`src/rtl/hamming_serial_decoder_pkg.sv`:
```
// Shared Hamming code definitions: code geometry, position helpers and the
// decode classification. Intended for reuse by the matching encoder.
package hamming_serial_decoder_pkg;

  // Outcome of decoding one codeword.
  typedef enum logic [1:0] {
    CLS_CLEAN  = 2'd0,  // no error seen
    CLS_SINGLE = 2'd1,  // single error at position = syndrome, flipped back
    CLS_PARITY = 2'd2,  // only the overall-parity bit (pos 0) was wrong
    CLS_DOUBLE = 2'd3   // two errors: detected, not correctable
  } cls_e;

  // Hamming bits per codeword for R parity bits.
  function automatic int hm_n(input int r);
    return (1 << r) - 1;
  endfunction

  // Data bits per codeword for R parity bits.
  function automatic int hm_k(input int r);
    return hm_n(r) - r;
  endfunction

  // Parity bits live at power-of-2 positions; everything else carries data.
  function automatic bit is_pow2(input int pos);
    return (pos > 0) && ((pos & (pos - 1)) == 0);
  endfunction

  // Codeword position of data bit idx (data[0] sits at position 3).
  function automatic int data_pos(input int r, input int idx);
    int res  = 0;
    int seen = 0;
    for (int p = 1; p <= hm_n(r); p++) begin
      if (!is_pow2(p)) begin
        if (seen == idx) res = p;
        seen++;
      end
    end
    return res;
  endfunction

  // Bit counter width: must hold frame length N+SECDED.
  function automatic int cnt_w(input int r, input int secded);
    return $clog2(hm_n(r) + secded + 1);
  endfunction

endpackage

```
`src/rtl/hamming_serial_decoder_acc.sv`:
```
// Per-bit position counter plus running syndrome / overall-parity
// accumulators. A start-of-frame bit restarts the frame; the last bit of a
// frame wraps everything back to zero so frames can run back-to-back.
module hamming_syndrome_acc
  import hamming_serial_decoder_pkg::*;
#(
  parameter int R      = 3,
  parameter bit SECDED = 1'b0
) (
  input  logic         clk,
  input  logic         rst_n,
  input  logic         in_valid,
  input  logic         in_bit,
  input  logic         in_sof,
  output logic [R-1:0] acc_pos,    // codeword position of the current bit
  output logic         acc_last,   // current bit completes the frame
  output logic [R-1:0] syn_final,  // syndrome including the current bit
  output logic         par_final   // overall parity including the current bit
);

  localparam int N  = hm_n(R);
  localparam int L  = N + int'(SECDED);
  localparam int CW = cnt_w(R, int'(SECDED));
  // Without the overall-parity bit the first received bit is position 1.
  localparam logic [CW-1:0] POS_OFF = CW'(SECDED ? 0 : 1);

  logic [CW-1:0] cnt_q, cnt_d, cnt_eff;
  logic [R-1:0]  syn_q, syn_d, syn_base;
  logic          par_q, par_d, par_base;
  logic          restart;

  // Next position/accumulator values, honouring sof restart and frame wrap.
  always_comb begin
    // NOTE: every output of a combinational block gets a default first, so no path can infer a latch.
    restart   = in_valid && in_sof;
    cnt_eff   = restart ? '0 : cnt_q;
    syn_base  = restart ? '0 : syn_q;
    par_base  = restart ? 1'b0 : par_q;
    acc_pos   = R'(cnt_eff + POS_OFF);
    acc_last  = (cnt_eff == CW'(L - 1));
    syn_final = syn_base ^ (in_bit ? acc_pos : '0);
    par_final = par_base ^ in_bit;
    cnt_d     = cnt_q;
    syn_d     = syn_q;
    par_d     = par_q;
    if (in_valid) begin
      if (acc_last) begin
        cnt_d = '0;
        syn_d = '0;
        par_d = 1'b0;
      end else begin
        cnt_d = cnt_eff + CW'(1);
        syn_d = syn_final;
        par_d = par_final;
      end
    end
  end

  // Counter and accumulator state.
  always_ff @(posedge clk or negedge rst_n) begin
    if (!rst_n) begin
      cnt_q <= '0;
      syn_q <= '0;
      par_q <= 1'b0;
    end else begin
      // NOTE: sequential state uses non-blocking assignments so all flops update from pre-edge values.
      cnt_q <= cnt_d;
      syn_q <= syn_d;
      par_q <= par_d;
    end
  end

endmodule

```
`src/rtl/hamming_serial_decoder.sv`:
```
// Serial Hamming (optionally SECDED) decoder: collects one codeword bit per
// accepted in_valid, corrects/classifies on the last bit and presents the
// data word through a one-deep registered valid/ready output stage.
module hamming_serial_decoder
  import hamming_serial_decoder_pkg::*;
#(
  parameter  int R      = 3,
  parameter  bit SECDED = 1'b0,
  localparam int N      = hm_n(R),
  localparam int K      = hm_k(R)
) (
  input  logic         clk,
  input  logic         rst_n,
  input  logic         in_valid,
  input  logic         in_bit,
  input  logic         in_sof,
  output logic         out_valid,
  input  logic         out_ready,
  output logic [K-1:0] out_data,
  output logic [R-1:0] out_syndrome,
  output logic         out_corrected,
  output logic         out_uncorrectable,
  output logic         overrun
);

  logic [R-1:0] acc_pos, syn_final;
  logic         acc_last, par_final;

  hamming_syndrome_acc #(.R(R), .SECDED(SECDED)) u_acc (
    .clk      (clk),
    .rst_n    (rst_n),
    .in_valid (in_valid),
    .in_bit   (in_bit),
    .in_sof   (in_sof),
    .acc_pos  (acc_pos),
    .acc_last (acc_last),
    .syn_final(syn_final),
    .par_final(par_final)
  );

  // Position 0 is never stored: it only feeds the parity accumulator.
  logic [N:1]   cw_q, cw_d, cw_full, fix;
  logic [K-1:0] data_ext;
  cls_e         cls;

  logic [K-1:0] data_q, data_d;
  logic [R-1:0] syn_q, syn_d;
  logic         corr_q, corr_d, unc_q, unc_d, valid_q, valid_d, ovr_q, ovr_d;
  logic         complete, load;

  // Codeword store with the current bit already merged in.
  always_comb begin
    cw_full = cw_q;
    for (int p = 1; p <= N; p++) begin
      if (acc_pos == R'(p)) cw_full[p] = in_bit;
    end
    cw_d = in_valid ? cw_full : cw_q;
  end

  // Classify the completed word and undo a single-bit error.
  always_comb begin
    cls = CLS_CLEAN;
    if (SECDED) begin
      if (syn_final != '0 && par_final)       cls = CLS_SINGLE;
      else if (syn_final == '0 && par_final)  cls = CLS_PARITY;
      else if (syn_final != '0)               cls = CLS_DOUBLE;
    end else if (syn_final != '0) begin
      cls = CLS_SINGLE;
    end
    fix = cw_full;
    if (cls == CLS_SINGLE) begin
      for (int p = 1; p <= N; p++) begin
        if (syn_final == R'(p)) fix[p] = ~fix[p];
      end
    end
  end

  // Data bits are the non-power-of-2 positions, lowest position first.
  for (genvar i = 0; i < K; i++) begin : g_extract
    localparam int P = data_pos(R, i);
    assign data_ext[i] = fix[P];
  end

  // One-deep output register: load on completion if empty or draining,
  // otherwise drop the new word and flag overrun.
  always_comb begin
    complete = in_valid && acc_last;
    load     = complete && (!valid_q || out_ready);
    valid_d  = valid_q;
    data_d   = data_q;
    syn_d    = syn_q;
    corr_d   = corr_q;
    unc_d    = unc_q;
    ovr_d    = ovr_q;
    if (valid_q && out_ready) valid_d = 1'b0;
    if (load) begin
      valid_d = 1'b1;
      data_d  = data_ext;
      syn_d   = syn_final;
      corr_d  = (cls == CLS_SINGLE) || (cls == CLS_PARITY);
      unc_d   = (cls == CLS_DOUBLE);
    end
    if (complete && valid_q && !out_ready) ovr_d = 1'b1;
  end

  // Codeword store and output stage registers.
  always_ff @(posedge clk or negedge rst_n) begin
    if (!rst_n) begin
      // NOTE: the codeword store is tiny, so it is reset like any other flop rather than left as uninitialised memory.
      cw_q    <= '0;
      data_q  <= '0;
      syn_q   <= '0;
      corr_q  <= 1'b0;
      unc_q   <= 1'b0;
      valid_q <= 1'b0;
      ovr_q   <= 1'b0;
    end else begin
      cw_q    <= cw_d;
      data_q  <= data_d;
      syn_q   <= syn_d;
      corr_q  <= corr_d;
      unc_q   <= unc_d;
      valid_q <= valid_d;
      ovr_q   <= ovr_d;
    end
  end

  assign out_valid         = valid_q;
  assign out_data          = data_q;
  assign out_syndrome      = syn_q;
  assign out_corrected     = corr_q;
  assign out_uncorrectable = unc_q;
  assign overrun           = ovr_q;

endmodule

```
`config.mk`:
```
export PLATFORM = sky130hd
export DESIGN_NAME = hamming_serial_decoder
export DESIGN_NICKNAME = d
export VERILOG_FILES = /design/src/rtl/hamming_serial_decoder_pkg.sv /design/src/rtl/hamming_serial_decoder_acc.sv /design/src/rtl/hamming_serial_decoder.sv
export SDC_FILE = /design/constraint.sdc
export NUM_CORES = 1
export LEC_CHECK = 0
export ABC_CLOCK_PERIOD_IN_PS = 4600
export BUFFER_PORTS_ARGS = -buffer_cell sky130_fd_sc_hd__buf_4
export CAP_MARGIN = 20
export CELL_PAD_IN_SITES_DETAIL_PLACEMENT = 1
export CELL_PAD_IN_SITES_GLOBAL_PLACEMENT = 1
export CORE_MARGIN = 8
export CORE_UTILIZATION = 25
export DETAILED_ROUTE_END_ITERATION = 8
export PLACE_DENSITY = 0.55
export SYNTH_ARGS = -nofsm -noshare
export SYNTH_HDL_FRONTEND = slang
export SYNTH_SLANG_ARGS = --single-unit
```
`constraint.sdc`:
```
create_clock -name clk -period 4.6 [get_ports clk]
set_input_delay 0.46 -clock clk [delete_from_list [all_inputs] [get_ports clk]]
set_output_delay 0.46 -clock clk [all_outputs]
set_load 0.03 [all_outputs]
```
==> metrics.md, run 1 <==
| Metric | Value |
|---|---|
| Status | `complete, no violations` |
| # H-tree levels | `1` |
| Crit path max-delay family | `XOR/XNOR gates` |
| Clock root cell | `clkbuf_8` |
| Post CTS Setup Buffer Count | `0` |
| RSZ-0062 raised after global routing | `false` |
| Reg2Reg Depth | `8` |
| Clock latency on the worst-skew pair | `approximately 0.27 ns` |
| Predominant post-synthesis flop cell | `dfrtp_1` |
| Die area | `7460 um^2` |
| Gpl congestion | `around 0.73` |
| Max Clock Skew | `0.0101 ns` |
| Most frequent CP cell | `xor2_1` |
| Final Critical Period | `2.48 ns` |
| Peak VDD IR | `0.000142 V` |
| Critical R2R Capture | `out_data[1]` |
| Initial Util | `0.261` |
| Share of the synthesized area in the top cell type | `0.404` |
| Fin util | `0.309` |
| Final setup violation count | `0` |
| Power after layout | `roughly 0.89 mW` |
| Post-Synth Simple-Gate Area | `0.134` |
| CP max FO | `24` |
| CP Launch Type | `primary input` |
| Largest stage delay, worst path | `0.42 ns` |
| WL/cell | `14.8 um` |
| Slowest-stage cell, CP | `xor2_1` |
| Layout cells sized above 1 | `0.250` |
| N_diodes | `0` |
| Reg2reg start | `u_acc.cnt_q[0]` |
| Fillers | `569` |
| Synthesized instance count | `120` |
| Slew Viols, Final | `0` |
| # DRC | `0` |
| Clock slew seen by the registers of the worst setup and hold paths | `0.09 ns` |
| Yosys warns | `0` |
| Area delta synth->final | `18.6%` |
| Max clock buf depth | `2` |
| Total Wirelength | `2950 um` |
| Most frequent cells in the layout | `dfrtp_1, buf_4, nor2_1` |
| Core area | `4750 um^2` |
| Seq cells post-synth | `20` |
| # clock sinks | `20` |
| Post-Syn Area per Cell | `10.3 um^2` |
| Die Y | `86.4 um` |
| Fin. Hold Viols | `0` |
| Yosys cell types | `39` |
| Total Negative Setup Slacks | `0 ns` |
| Post-synthesis compound-gate area fraction | `0.195` |
| Hold Buf Count CTS | `0` |
| Critical setup path kind | `in -> reg` |
| Net count, final | `143` |
| Commonest non-fill, non-tap cell in the layout | `dfrtp_1` |
| CP Buf/Inv Count | `1` |
| Max-Cap Viols | `0` |
| Period utilisation layout | `0.540` |
| Row count | `25` |
| Cell taking the most area after synthesis | `dfrtp_1` |
| DRT Pass-1 Iters | `2` |
| CP endpoint kind | `register` |
| Dominant cells by area after synthesis | `dfrtp_1, mux2i_1, mux2_2` |
| IO Count | `17` |
| Data arrival, critical path | `2.64 ns` |
| Number of global-route vias before repair | `1024` |
| Number of CTS-inserted buffers | `3` |
| Crit-path cells | `buf_4, nand2_1, and2_1, ha_1, nand2b_1, xor2_1, o211ai_1, xor2_1, mux2_2` |
| Largest family of logic cells by synthesized area | `compound AO/OA/AOI/OAI gates` |
| Fmax | `~400 MHz` |
| Synth Cell Area | `between 1000 and 1500 um^2` |
| Sequential area share after synthesis | `0.404` |
| Leakage | `0.620 nW` |
| Flop2flop setup slack | `approximately 2.3 ns` |
| Syn nets | `130` |
| Post-route design area | `roughly 1500 um^2` |
| Worst Path Required | `4.76 ns` |
| Iter 0 DRT Violations | `48` |
| First-pass GRT wire length | `5130 um` |
| Post-Synth Adder-Cell Area | `0.0404` |
| EDFF count, synth | `0` |
| Power density over the cells | `608 nW/um^2` |
| Grt total ovfl | `0` |
| Die Span X | `approximately 86 um` |
| Routed Antenna Nets | `0` |
| Mux share of post-synthesis cell area | `0.125` |
| CTS tree | `yes` |
| Largest net degree at the start of global routing | `25` |
| Initial antenna violation count | `0` |
| Worst Hold Class | `in -> async` |
| Synth Area in XOR/XNOR | `0.0495` |
| Placed Area | `1400 um^2` |
| DR vias/cell | `4.54` |
| Count of input and output buffers | `15` |
| Post-detail-place hpwl | `approximately 2200 um` |
| Via Count | `around 900` |
| Overall Global Routing Usage | `0.0884` |
| Post-CTS sizing | `0` |
| Async set-reset flop share out of synthesis | `1.00` |
-- synth_stat cells, types with 2 or more instances --
| cell | n |
|---|---|
| buf_4 | 2 |
| buf_2 | 2 |
| inv_1 | 6 |
| and2_1 | 2 |
| dfrtp_1 | 20 |
| o211ai_1 | 3 |
| o22ai_1 | 3 |
| nor2_1 | 12 |
| nand2_1 | 8 |
| a21oi_1 | 10 |
| mux2_2 | 5 |
| mux2i_1 | 7 |
| xnor2_1 | 2 |
| xor2_1 | 5 |
| nand2b_1 | 6 |
| ha_1 | 4 |
-- registers in the layout (all words and copies together) (netlist names) --
register,cells
cw_q,4
out_corrected,1
out_data,4
out_syndrome,3
out_valid,1
overrun,1
u_acc.cnt_q,3
u_acc.syn_q,3
-- cell type report --
type / instances / area (um^2) / area share
flip-flops and latches: 20 / 500 / 0.341
multi-input cells: 87 / 678 / 0.462
inverters: 6 / 22.5 / 0.0153
clock buffers: 3 / 41.3 / 0.0281
well taps: 67 / 83.8 / 0.0571
clock inverters: 1 / 30.0 / 0.0204
repair buffers: 15 / 113 / 0.0767
-- worst register-to-register path: stages, from the launching register on --
cell and delay, ns:
dfrtp_1 0.44, nand2_1 0.13, inv_1 0.10, ha_1 0.39
nand2_1 0.09, a21oi_1 0.38, o211ai_1 0.20, xor2_1 0.18
mux2_2 0.27
-- metal layers --
| metal | track usage | part of all wire |
|---|---|---|
| met5 | 0 | 0 |
| met4 | 0.0423 | 0.019 |
| met3 | 0.0180 | 0.031 |
| met2 | 0.152 | 0.51 |
| met1 | 0.102 | 0.44 |
-- power breakdown --
group | total [mW] | switching (mW) | internal (mW)
logic | 0.420 | 0.237 | 0.182
clock network | 0.181 | 0.0652 | 0.116
registers | 0.292 | 0.0485 | 0.244
-- cell families (layout without fill, tap and decap cells) --
group / count (synthesis) / after routing
flops: 20 / 20
xor+xnor: 7 / 7
mux: 14 / 14
compound gates: 28 / 28
buf+inv: 13 / 25
other cells: 1 / 1
simple gates: 33 / 33
fa+ha+maj: 4 / 4
-- how the worst max path moves through the flow --
stage / from / cells after the start / slack [ns] / endpoint
6_report: in_valid / 9 / 2.12 / out_data[1]
4_1_cts: in_valid / 9 / 2.11 / out_data[1]
2_1_floorplan: in_sof / 9 / 2.25 / out_data[1]
3_3_place_gp: in_valid / 9 / 1.91 / out_data[1]
5_1_grt: in_valid / 9 / 1.91 / out_data[1]
3_5_place_dp: in_valid / 9 / 1.84 / out_data[1]
-- through the flow --
step	cells	hold slack, ns	setup WS (ns)
final	199	0.0594	2.12
after global routing	199	0.0755	1.91
after CTS	199	0.0743	2.11
after detailed placement	195	0.365	1.84
after global placement	195	0.359	1.91
after floorplan	120	0.164	2.25
(Power assumes the default switching activity.)
==> run 2, diff against run 1 <==
--- a/config.mk
+++ b/config.mk
@@ -5,7 +5,7 @@
 export SDC_FILE = /design/constraint.sdc
 export NUM_CORES = 1
 export LEC_CHECK = 0
-export ABC_CLOCK_PERIOD_IN_PS = 4600
+export ABC_CLOCK_PERIOD_IN_PS = 2300
 export BUFFER_PORTS_ARGS = -buffer_cell sky130_fd_sc_hd__buf_4
 export CAP_MARGIN = 20
 export CELL_PAD_IN_SITES_DETAIL_PLACEMENT = 1
==> constraint.sdc (replaced) <==
create_clock -name clk -period 2.3 [get_ports clk]
set_input_delay 0.23 -clock clk [delete_from_list [all_inputs] [get_ports clk]]
set_output_delay 0.23 -clock clk [all_outputs]
set_load 0.03 [all_outputs]
==> metrics.md, run 2 (synthesis results as in run 1) <==
| Metric | Value |
|---|---|
| Max clock buf depth | `2` |
| Most frequent cells in the layout | `dfrtp_1, buf_4, nor2_1` |
| Clock slew seen by the registers of the worst setup and hold paths | `0.08 ns` |
| CP endpoint kind | `register` |
| Count of input and output buffers | `15` |
| CP max FO | `3` |
| IO Count | `17` |
| Area delta synth->final | `22.6%` |
| N_diodes | `0` |
| Max Clock Skew | `0.00698 ns` |
| Core area | `4750 um^2` |
| Fin. Hold Viols | `0` |
| Largest net degree at the start of global routing | `24` |
| Period utilisation layout | `0.917` |
| Fillers | `573` |
| CTS tree | `yes` |
| Die Span X | `86.4 um` |
| RSZ-0062 raised after global routing | `false` |
| Iter 0 DRT Violations | `39` |
| Overall Global Routing Usage | `0.0821` |
| Net count, final | `roughly 150` |
| Number of global-route vias before repair | `950` |
| Total Negative Setup Slacks | `0 ns` |
| Via Count | `around 900` |
| Leakage | `0.648 nW` |
| Worst Hold Class | `in -> reg` |
| Critical setup path kind | `reg -> reg` |
| WL/cell | `around 14 um` |
| Worst Path Required | `2.46 ns` |
| Final setup violation count | `0` |
| Status | `complete, no violations` |
| Post-detail-place hpwl | `2120 um` |
| DR top layer | `met4` |
| DRT Pass-1 Iters | `4` |
| Post-place setup slack | `0.0372 ns` |
| DR vias/cell | `4.37` |
| # clock sinks | `20` |
| Fmax | `approximately 470 MHz` |
| Cells after DPL | `200` |
| Initial antenna violation count | `0` |
| # DRC | `0` |
| Die Y | `86.4 um` |
| Final Critical Period | `2.11 ns` |
| Number of CTS-inserted buffers | `3` |
| Hold slack | `0.268 ns` |
| Routed Antenna Nets | `0` |
| Slew Viols, Final | `0` |
| First-pass GRT wire length | `around 4700 um` |
| Power density over the cells | `around 1200 nW/um^2` |
| Peak VDD IR | `0.000346 V` |
| Met1 wire length | `1310 um` |
| DR WL met2 | `about 1300 um` |
| Max-Cap Viols | `0` |
| Initial Util | `0.261` |
| Die area | `7460 um^2` |
| Layout cells sized above 1 | `0.283` |
| Post-Layout Cell Count | `205` |
| WL met3 | `76 um` |
| Data arrival, critical path | `2.27 ns` |
| Clock latency on the worst-skew pair | `0.26 ns` |
| Final WS setup | `0.190 ns` |
| Clock root cell | `clkbuf_8` |
| Row count | `25` |
| CP Launch Type | `register` |
| Grt total ovfl | `0` |
| Total Wirelength | `around 2800 um` |
| Gpl congestion | `0.721` |
| # H-tree levels | `1` |
## run 2: cell type report
class | count | area, um^2 | area share
multi-input cells | 87 | 681 | 0.448
clock buffers | 3 | 41.3 | 0.0272
flip-flops and latches | 20 | 500 | 0.329
repair buffers | 21 | 160 | 0.105
well taps | 67 | 83.8 | 0.0552
clock inverters | 1 | 30.0 | 0.0198
inverters | 6 | 22.5 | 0.0148
## run 2: critical path, stage by stage, from the launching register on
cell	delay, ns
dfrtp_1	0.38
and2_1	0.17
ha_1	0.33
nand2b_1	0.20
xor2_1	0.29
o211ai_1	0.19
xor2_1	0.18
mux2_2	0.27
## run 2: metrics by stage
| stage | util | area (um^2) | total power, mW |
|---|---|---|---|
| floorplan | - | 1240 | 1.19 |
| global placement | 0.302 | 1440 | 1.44 |
| detailed placement | 0.302 | 1440 | 1.46 |
| finish | 0.319 | 1520 | 1.80 |
| global route | 0.319 | 1520 | 1.94 |
| CTS | 0.319 | 1520 | 1.83 |
## run 2: repair_timing
action	in CTS	in global routing
hold buffers	1	0
hold endpoints to repair	20	0
setup endpoints to repair	0	4
gates resized for setup	0	1
buffers inserted	0	0
## run 2: where the power goes
part	internal [mW]	switching [mW]
clock network	0.232	0.123
logic	0.389	0.472
registers	0.488	0.0930
total	1.11	0.688
## run 2: routing by layer
layer	vias up	GRT usage
li1	447	-
met5	-	0
met4	0	0.0469
met3	5	0.0170
met1	434	0.0986
met2	10	0.133
## run 2: worst paths after layout
check	start	end	slack [ns]	cells past startpoint
max	u_acc.cnt_q[1]	out_data[1]	0.19	7
min	out_ready	out_valid	0.27	3
max reg2reg	u_acc.cnt_q[1]	out_data[1]	0.19	7
min reg2reg	overrun	overrun	0.49	1
max in group asynchronous	rst_n	cw_q[7]	1.69	2
min in group asynchronous	rst_n	out_data[1]	0.39	2
==> run 3, diff against run 2 <==
--- a/config.mk
+++ b/config.mk
@@ -13,7 +13,8 @@
 export CORE_MARGIN = 8
 export CORE_UTILIZATION = 25
 export DETAILED_ROUTE_END_ITERATION = 8
-export PLACE_DENSITY = 0.55
+export PLACE_DENSITY = 0.57
 export SYNTH_ARGS = -nofsm -noshare
 export SYNTH_HDL_FRONTEND = slang
+export SYNTH_HIERARCHICAL = 1
 export SYNTH_SLANG_ARGS = --single-unit
==> metrics.md, run 3 <==
| Metric | Value |
|---|---|
| DRT Pass-1 Iters | `4` |
| IO Count | `17` |
| Post-place setup slack | `0.272 ns` |
| Area delta synth->final | `18.4%` |
| First-pass GRT wire length | `approximately 4600 um` |
| Number of CTS-inserted buffers | `3` |
| Post-Layout Cell Count | `188` |
| Status | `complete, no violations` |
| Syn nets | `130` |
| Worst Hold Class | `in -> reg` |
| WL/cell | `14.0 um` |
| Largest stage delay, worst path | `approximately 0.53 ns` |
| Data arrival, critical path | `2.14 ns` |
| Critical setup path kind | `reg -> reg` |
| Final WS setup | `0.292 ns` |
| # H-tree levels | `1` |
| Post-detail-place hpwl | `1940 um` |
| Overall Global Routing Usage | `0.0794` |
| Crit-path cells | `nand2_4, mux2i_2, xnor2_1, nor2_1, nand2_1, nor2_1, xor2_1, o21ai_0` |
| CP endpoint kind | `register` |
| Slowest-stage cell, CP | `dfrtp_1` |
| CP Launch Type | `register` |
| Worst Path Required | `about 2.4 ns` |
| Hold Buf Count CTS | `1` |
| Fmax | `498 MHz` |
| Synth Cell Area | `1140 um^2` |
| Register area | `500 um^2` |
| Slew Viols, Final | `0` |
| Placed Area | `roughly 1300 um^2` |
| Fin util | `0.307` |
| # DRC | `0` |
| CTS tree | `yes` |
| Fin. Hold Viols | `0` |
| Max-Cap Viols | `0` |
| Core area | `4380 um^2` |
| Total Wirelength | `2630 um` |
| Crit path max-delay family | `simple AND/OR/NAND/NOR gates` |
| Largest net degree at the start of global routing | `21` |
| Die Y | `83.5 um` |
| Fillers | `just over 500` |
| Yosys warns | `6` |
| RSZ-0062 raised after global routing | `false` |
| Clock latency on the worst-skew pair | `0.26 ns` |
| Via Count | `895` |
| Post-route design area | `1350 um^2` |
| Count of input and output buffers | `15` |
| Iter 0 DRT Violations | `43` |
| CP Buf/Inv Count | `0` |
| Synthesized instance count | `roughly 120` |
| Net count, final | `143` |
| Peak VDD IR | `0.000374 V` |
| Layout cells sized above 1 | `0.199` |
| Die Span X | `83.5 um` |
| Max Clock Skew | `0.00223 ns` |
| Number of global-route vias before repair | `927` |
| Multi-input logic area | `576 um^2` |
| Max clock buf depth | `2` |
| Most frequent CP cell | `nor2_1` |
| Commonest non-fill, non-tap cell in the layout | `dfrtp_1` |
| Grt total ovfl | `0` |
| Power density over the cells | `1080 nW/um^2` |
| Cells after DPL | `183` |
| Row count | `24` |
| Most frequent cells in the layout | `dfrtp_1, nor2_1, nand2_1, buf_4, a21oi_1` |
| # clock sinks | `20` |
| Clock slew seen by the registers of the worst setup and hold paths | `0.08 ns` |
| DR vias/cell | `4.76` |
| CP max FO | `12` |
| Post-Syn Area per Cell | `9.17 um^2` |
| Power after layout | `1.46 mW` |
| Leakage | `0.635 nW` |
| Hold slack | `roughly 0.21 ns` |
| Initial antenna violation count | `0` |
| Die area | `6960 um^2` |
| Initial Util | `0.259` |
| Period utilisation layout | `0.873` |
| Post-CTS sizing | `0` |
| Routed Antenna Nets | `0` |
| Clock root cell | `clkbuf_8` |
| N_diodes | `0` |
| Gpl congestion | `0.724` |
| Total Negative Setup Slacks | `0 ns` |
| Final setup violation count | `0` |
| Final Critical Period | `between 2 and 2.5 ns` |
| Post CTS Setup Buffer Count | `0` |
run 3: layout make-up:
| class | count | area share |
|---|---|---|
| Clock buffer | 3 | 0.0307 |
| Clock inverter | 1 | 0.0223 |
| Inverter | 3 | 0.00836 |
| Multi-Input combinational cell | 93 | 0.428 |
| Sequential cell | 20 | 0.372 |
| Tap cell | 52 | 0.0483 |
| Timing Repair Buffer | 16 | 0.0911 |
run 3: per-layer routing:
| layer | track usage | part of all wire | vias to the layer above |
|---|---|---|---|
| met5 | 0 | 0 | - |
| met1 | 0.0940 | 0.45 | 441 |
| li1 | - | - | 438 |
| met2 | 0.134 | 0.51 | 14 |
| met4 | 0.0141 | 0.0038 | 0 |
| met3 | 0.0303 | 0.042 | 2 |
run 3: where the power goes:
part,total (mW),switching (mW),leakage [nW],internal (mW)
clock network,0.363,0.131,0.0357,0.233
logic,0.557,0.324,0.351,0.233
registers,0.539,0.0856,0.248,0.453
total,1.46,0.541,0.635,0.919
run 3: path summary, 6_finish.rpt:
path	start	to	slack (ns)	cells after the start
worst max-delay path	u_acc/cnt_q[0]	out_data[2]	0.29	8
worst min-delay path	in_sof	u_acc/cnt_q[1]	0.21	2
worst max register to register	u_acc/cnt_q[0]	out_data[2]	0.29	8
worst min register to register	out_data[1]	out_data[1]	0.49	2
max in group asynchronous	rst_n	u_acc/syn_q[2]	1.71	2
min in group asynchronous	rst_n	out_data[2]	0.38	2
